--- src/rtl/pc_gen.sv ---
//==============================================================================
// Module   : pc_gen
// Purpose  : Fetch program-counter generator with prioritized redirects,
//            stall-deferred branch hold and fetch address-error detection.
// Revision : 1.0  initial release
//==============================================================================
`default_nettype none

module pc_gen #(
    parameter int unsigned      WIDTH      = 32,
    parameter logic [WIDTH-1:0] RESET_PC   = WIDTH'(32'h0000_3000),
    parameter logic [WIDTH-1:0] EXC_VECTOR = WIDTH'(32'h0000_4180),
    parameter int unsigned      STEP       = 4,
    parameter logic [WIDTH-1:0] IMEM_LO    = WIDTH'(32'h0000_3000),
    parameter logic [WIDTH-1:0] IMEM_HI    = WIDTH'(32'h0000_6FFC)
) (
    input  logic             clk,
    input  logic             reset,
    input  logic             stall,
    input  logic             br_valid,
    input  logic [WIDTH-1:0] br_target,
    input  logic             exc_req,
    input  logic             eret_req,
    input  logic [WIDTH-1:0] epc,
    output logic [WIDTH-1:0] pc_f,
    output logic [WIDTH-1:0] pc_seq,
    output logic             fetch_adel,
    output logic             redir_pending
);

    localparam logic [WIDTH-1:0] c_STEP = WIDTH'(STEP);

    // Declaration initializer gives RESET_PC before the first reset edge.
    logic [WIDTH-1:0] pc_q = RESET_PC;
    logic [WIDTH-1:0] pc_d;
    logic             pend_q = 1'b0;
    logic             pend_d;
    logic [WIDTH-1:0] tgt_q = '0;
    logic [WIDTH-1:0] tgt_d;

    logic             w_misaligned;
    logic             w_out_of_range;

    assign pc_seq = pc_q + c_STEP;

    always_comb begin
        pc_d   = pc_q;
        pend_d = pend_q;
        tgt_d  = tgt_q;
        if (exc_req) begin
            pc_d   = EXC_VECTOR;
            pend_d = 1'b0;
        end else if (eret_req) begin
            pc_d   = epc;
            pend_d = 1'b0;
        end else if (stall) begin
            // Latest branch seen during a stall wins.
            if (br_valid) begin
                tgt_d  = br_target;
                pend_d = 1'b1;
            end
        end else if (br_valid) begin
            pc_d   = br_target;
            pend_d = 1'b0;
        end else if (pend_q) begin
            pc_d   = tgt_q;
            pend_d = 1'b0;
        end else begin
            pc_d   = pc_seq;
        end
    end

    always_ff @(posedge clk) begin
        if (reset) begin
            pc_q   <= RESET_PC;
            pend_q <= 1'b0;
            tgt_q  <= '0;
        end else begin
            pc_q   <= pc_d;
            pend_q <= pend_d;
            tgt_q  <= tgt_d;
        end
    end

    assign w_misaligned   = (pc_q[1:0] != 2'b00);
    assign w_out_of_range = (pc_q < IMEM_LO) || (pc_q > IMEM_HI);

    assign pc_f          = pc_q;
    assign fetch_adel    = w_misaligned || w_out_of_range;
    assign redir_pending = pend_q;

endmodule

`default_nettype wire

--- config.mk ---
export PLATFORM = sky130hd
export DESIGN_NAME = pc_gen
export DESIGN_NICKNAME = d
export VERILOG_FILES = /design/src/rtl/pc_gen.sv
export SDC_FILE = /design/constraint.sdc
export NUM_CORES = 1
export LEC_CHECK = 0
export BUFFER_PORTS_ARGS = -buffer_cell sky130_fd_sc_hd__buf_2
export CAP_MARGIN = 20
export CORE_UTILIZATION = 46
export DETAILED_ROUTE_END_ITERATION = 8
export PLACE_DENSITY = 0.77
export SYNTH_ARGS = -nofsm -noshare
export SYNTH_HDL_FRONTEND = slang
export SYNTH_SLANG_ARGS = --single-unit
--- constraint.sdc ---
create_clock -name clk -period 1.7 [get_ports clk]
set_input_delay 0.085 -clock clk [delete_from_list [all_inputs] [get_ports clk]]
set_output_delay 0.085 -clock clk [all_outputs]
set_load 0.03 [all_outputs]
# Word-level counts from Yosys, hierarchy flattened
# Index checks and enable logic that the tools add are counted.
# totals
latch_bits,0
reg_bits,65
out_inout_bits,66
ramBits,0
mem_count,0
romBits,0
in_bits,70
word_cells,23
# classes
magnitude_cmp,2
n_reduce_logical,6
bitwise,3
div,0
multipliers,0
muxes,5
shifts,0
n_addsub,1
eq_ne,2
# op_table
op,count
$mux 32,4
$add 32x3->32 const B,1
$gt 32x15->1 const B,1
$lt 32x14->1 const B,1
$mux 15,1
$reduce_and 4->1,1
$reduce_or 4->1,1
$ne 3x1->1 const B,1
$not 1->1,3
$logic_or 1x1->1,2
$ne 2x1->1 const B,1
$reduce_bool 2->1,1
$reduce_or 2->1,1

# Logic depth before layout (Yosys ltp)
# logic_depth
ltp_word,6
mapped_depth,7
mapped_depth_nobuf,6

# Worst setup path before layout
# Ideal clock, no wire load.
# synth_path
kind,register -> register
startpoint,register pc_q[3] (netlist: pc_f[3])
endpoint,register pc_q[30] (netlist: pc_f[30])
arrival_ns,2.251
synth_period_minus_slack_ns,2.312
slack_ns,-0.612
path_stages_with_launch,7
setup_time_ns,0.061
cell_sequence,dfxtp_1 ha_1 and3_1 nand2_1 nor4_4 xor2_1 a221o_1
# synth_between
elab_chain_cells,5
# synth_rtl
element,line,source
start: declaration,34,logic [WIDTH-1:0] pc_q = RESET_PC;
start signal: assignment,79,pc_q <= pc_d;
$add 32x3->32,44,assign pc_seq = pc_q + c_STEP;
net pc_seq[30],26,"output logic [WIDTH-1:0] pc_seq,"
$mux 32,65,end else if (pend_q) begin
$mux 32,62,end else if (br_valid) begin
$mux 32,56,end else if (stall) begin
$mux 32,53,end else if (eret_req) begin
# The timed path passes the listed nets, and every way through them passes these cells. The select of a mux whose other input is x is not followed.
# A chain may end at the register's enable or synchronous reset.

# Worst setup path in the final report
# layout_path
startpoint,register pc_q[15] (netlist: pc_f[15])
endpoint,output pc_seq[18]
# layout_between
elab_chain_cells,1
# layout_rtl
element,line
$add 32x3->32,44
end: declaration,26
# Every way passes these cells.

==> impl_metrics.tcl <==
set metrics [dict create \
    rsz0062_at_grt "true" \
    yosys.cell_types.count 61 \
    start_util_pct 47.88 \
    ys_seq_area_share_pct 32.75 \
    r2r_cells 8 \
    cts_buffers 9 \
    drt_pass1_iterations 5 \
    fin_crit_sh_pct 120.7 \
    fillerInstances 481 \
    clk_latency_ns 0.36 \
    power.leakage_nw 3.157 \
    fin_area_mm2 0.006959 \
    r2r-start "pc_f[15]" \
    slowest_stage "dfxtp_2" \
    ant_nets 0 \
    die_y_um 94.95 \
    routed_wl_um 19870 \
    fmax_mhz 487.2 \
    status "complete, but fails checks" \
    met1_usage_pct 55.85 \
    async_flop_share_pct 0 \
    drt_iter0_drc 801 \
    endpoint_kind "primary output" \
    drv_cap 0 \
    violations "negative setup slack" \
    dieArea_mm2 0.009015 \
    worstMarginPinSlew_ns 0.5431 \
    ff_latch_area_mm2 0.001376 \
    timing.slew.headroom_pct 63.80 \
    final_cell_mix "109 x buf_2, 94 x nand2_1, 87 x buf_4, 46 x buf_6, 42 x a21oi_1" \
    vias 5671 \
    gp_congestion 0.9232 \
    whs_ns 0.01141 \
    die_x_um 94.95 \
    overflow 0 \
    io_pins 136 \
    grt_first_pass_wirelength_um 27080 \
    holdPathStages 3 \
    htree_levels 3 \
    rows 33 \
    cts_root_buf "clkbuf_8" \
    layout_min_cycle_time_ns 2.053 \
    diodes 0 \
    drc 0 \
    routedWlPerCell_um 22.53 \
    path_class "reg2out" \
    core_mm2 0.008299 \
    cts.sink_count 65 \
    vias_per_cell 6.430 \
    utilization_pct 83.85 \
    hold_viol_final 0 \
    syn_avg_cell_area_um2 7.540 \
    cp_top_family "simple AND/OR/NAND/NOR gates" \
    finalSetupViolations 44 \
    grt_max_degree 41 \
    grt_pass1_vias 5082 \
    grt_util_all_layers_pct 40.53 \
    skew_ns 0.01756 \
    hpwl_um 11870 \
    vdd_drop_max_mv 0.5651 \
    cp.required_ns 1.62 \
    clockBufferDepth 2 \
    ys_ff_latch 65 \
    path_buf_inv 2 \
    drive_above_1_share_pct 48.52 \
    met2_usage_pct 61.51 \
    path_clk_slew_ns 0.09 \
    netlist_area_mm2 0.003974 \
    synth-edff-count 0 \
    synthCells 527 \
    final_common_cell "buf_2" \
    holdCritPathClass "in2reg" \
    synth_nets 598 \
    dp_slack_ns -0.02161 \
    slowest_delay_ns 0.34 \
    path_max_fanout 7 \
    yosysWarningCount 0 \
    crit_chain "and4_4 > nand3_4 > buf_12 > nor3_4 > xor2_4 > buf_6" \
    tns_ns -7.862 \
    critPathArrivalTime_ns 1.97 \
    multi_input_area_mm2 0.003124 \
    cp-startpoint "pc_f[15]" \
    place_area_mm2 0.005573 \
    grt.busiest_layer "met2" \
    grt.met3_usage_pct 6.280 \
    antenna_found_initial 0 \
    cts_tree "built" \
    critPathLaunchType "flip-flop" \
    pwr_density_cell_mw_per_mm2 603.9 \
    port_buffers 135 \
    maxSlewViolCount 0 \
    nets 843 \
    fin_ws_ns -0.3526 \
    syn_to_final_growth_pct 75.13 \
    synth_ff_type "dfxtp_1" \
    crit_cells 6 \
    hp-start "br_target[10]" \
]
-- metal layers --
metal	vias to the layer above	wire, um
met1	2677	7570
met2	489	8931
met5	-	0
met3	107	2357
met4	0	1010
li1	2398	-
-- per-stage QoR --
stage	cells	power, mW
2_1_floorplan	527	2.245
3_3_place_gp	799	2.637
3_5_place_dp	799	2.647
4_1_cts	870	4.032
5_1_grt	882	4.301
6_report	882	4.203
-- cells in the mapped netlist, types with 8 or more instances --
master,count,area (um^2)
a21oi_1,43,215.2
a221o_1,12,120.1
a221oi_1,11,96.34
buf_2,13,65.06
clkbuf_1,21,78.83
dfxtp_1,65,1301
nand2_1,99,371.6
nand3_1,17,85.08
nand4_1,9,56.30
nor2_1,43,161.4
nor3_1,18,90.09
nor4_1,8,50.05
o21a_1,8,60.06
o21ai_0,19,95.09
xnor2_1,14,122.6
xor2_1,14,122.6
-- tightest hold or removal path, stage by stage --
cell	delay (ns)
buf_2	0.11
nand2_1	0.06
a21oi_1	0.05
-- sequential cells by signal (all words and copies together) (netlist names), named ones only --
name,count
pc_f,30
tgt_q,32
redir_pending,1
-- report_power, final --
| part | leakage [nW] | total, mW | internal (mW) | switching, mW |
|---|---|---|---|---|
| clock network | 0.0989 | 1.32 | 0.614 | 0.702 |
| registers | 0.544 | 1.63 | 1.57 | 0.0576 |
| logic | 2.51 | 1.26 | 0.524 | 0.731 |
-- cell families after synthesis --
group / after synthesis / synth area share (%)
fa+ha+maj: 1 / 0.3148
xor+xnor: 28 / 6.171
flops: 65 / 32.75
simple gates: 231 / 28.53
mux: 6 / 1.511
compound gates: 146 / 25.22
buf+inv: 50 / 5.510
-- layout make-up --
class                   instances  share of cell area (%)
clock buffers                  11                   2.193
clock inverters                 5                  0.3955
inverters                       7                  0.4315
multi-input cells             412                   44.89
flip-flops and latches         65                   19.78
well taps                     105                   1.888
repair buffers                277                   30.42
-- timing repair --
item / in CTS / in global routing
setup buffers: 25 / 16
resized for setup: 95 / 54
hold buffers: 30 / 0
setup endpoints to repair: 33 / 47
endpoints found under the hold margin: 30 / 0
pin swaps: 33 / 39
gates cloned: 0 / 0
-- worst paths after layout --
path	slack, ns	end
min	0.01	tgt_q[10]
min reg2reg	0.45	tgt_q[10]
max	-0.35	pc_seq[18]
max reg2reg	-0.22	pc_f[18]
Power figures use the tool's default switching activity.
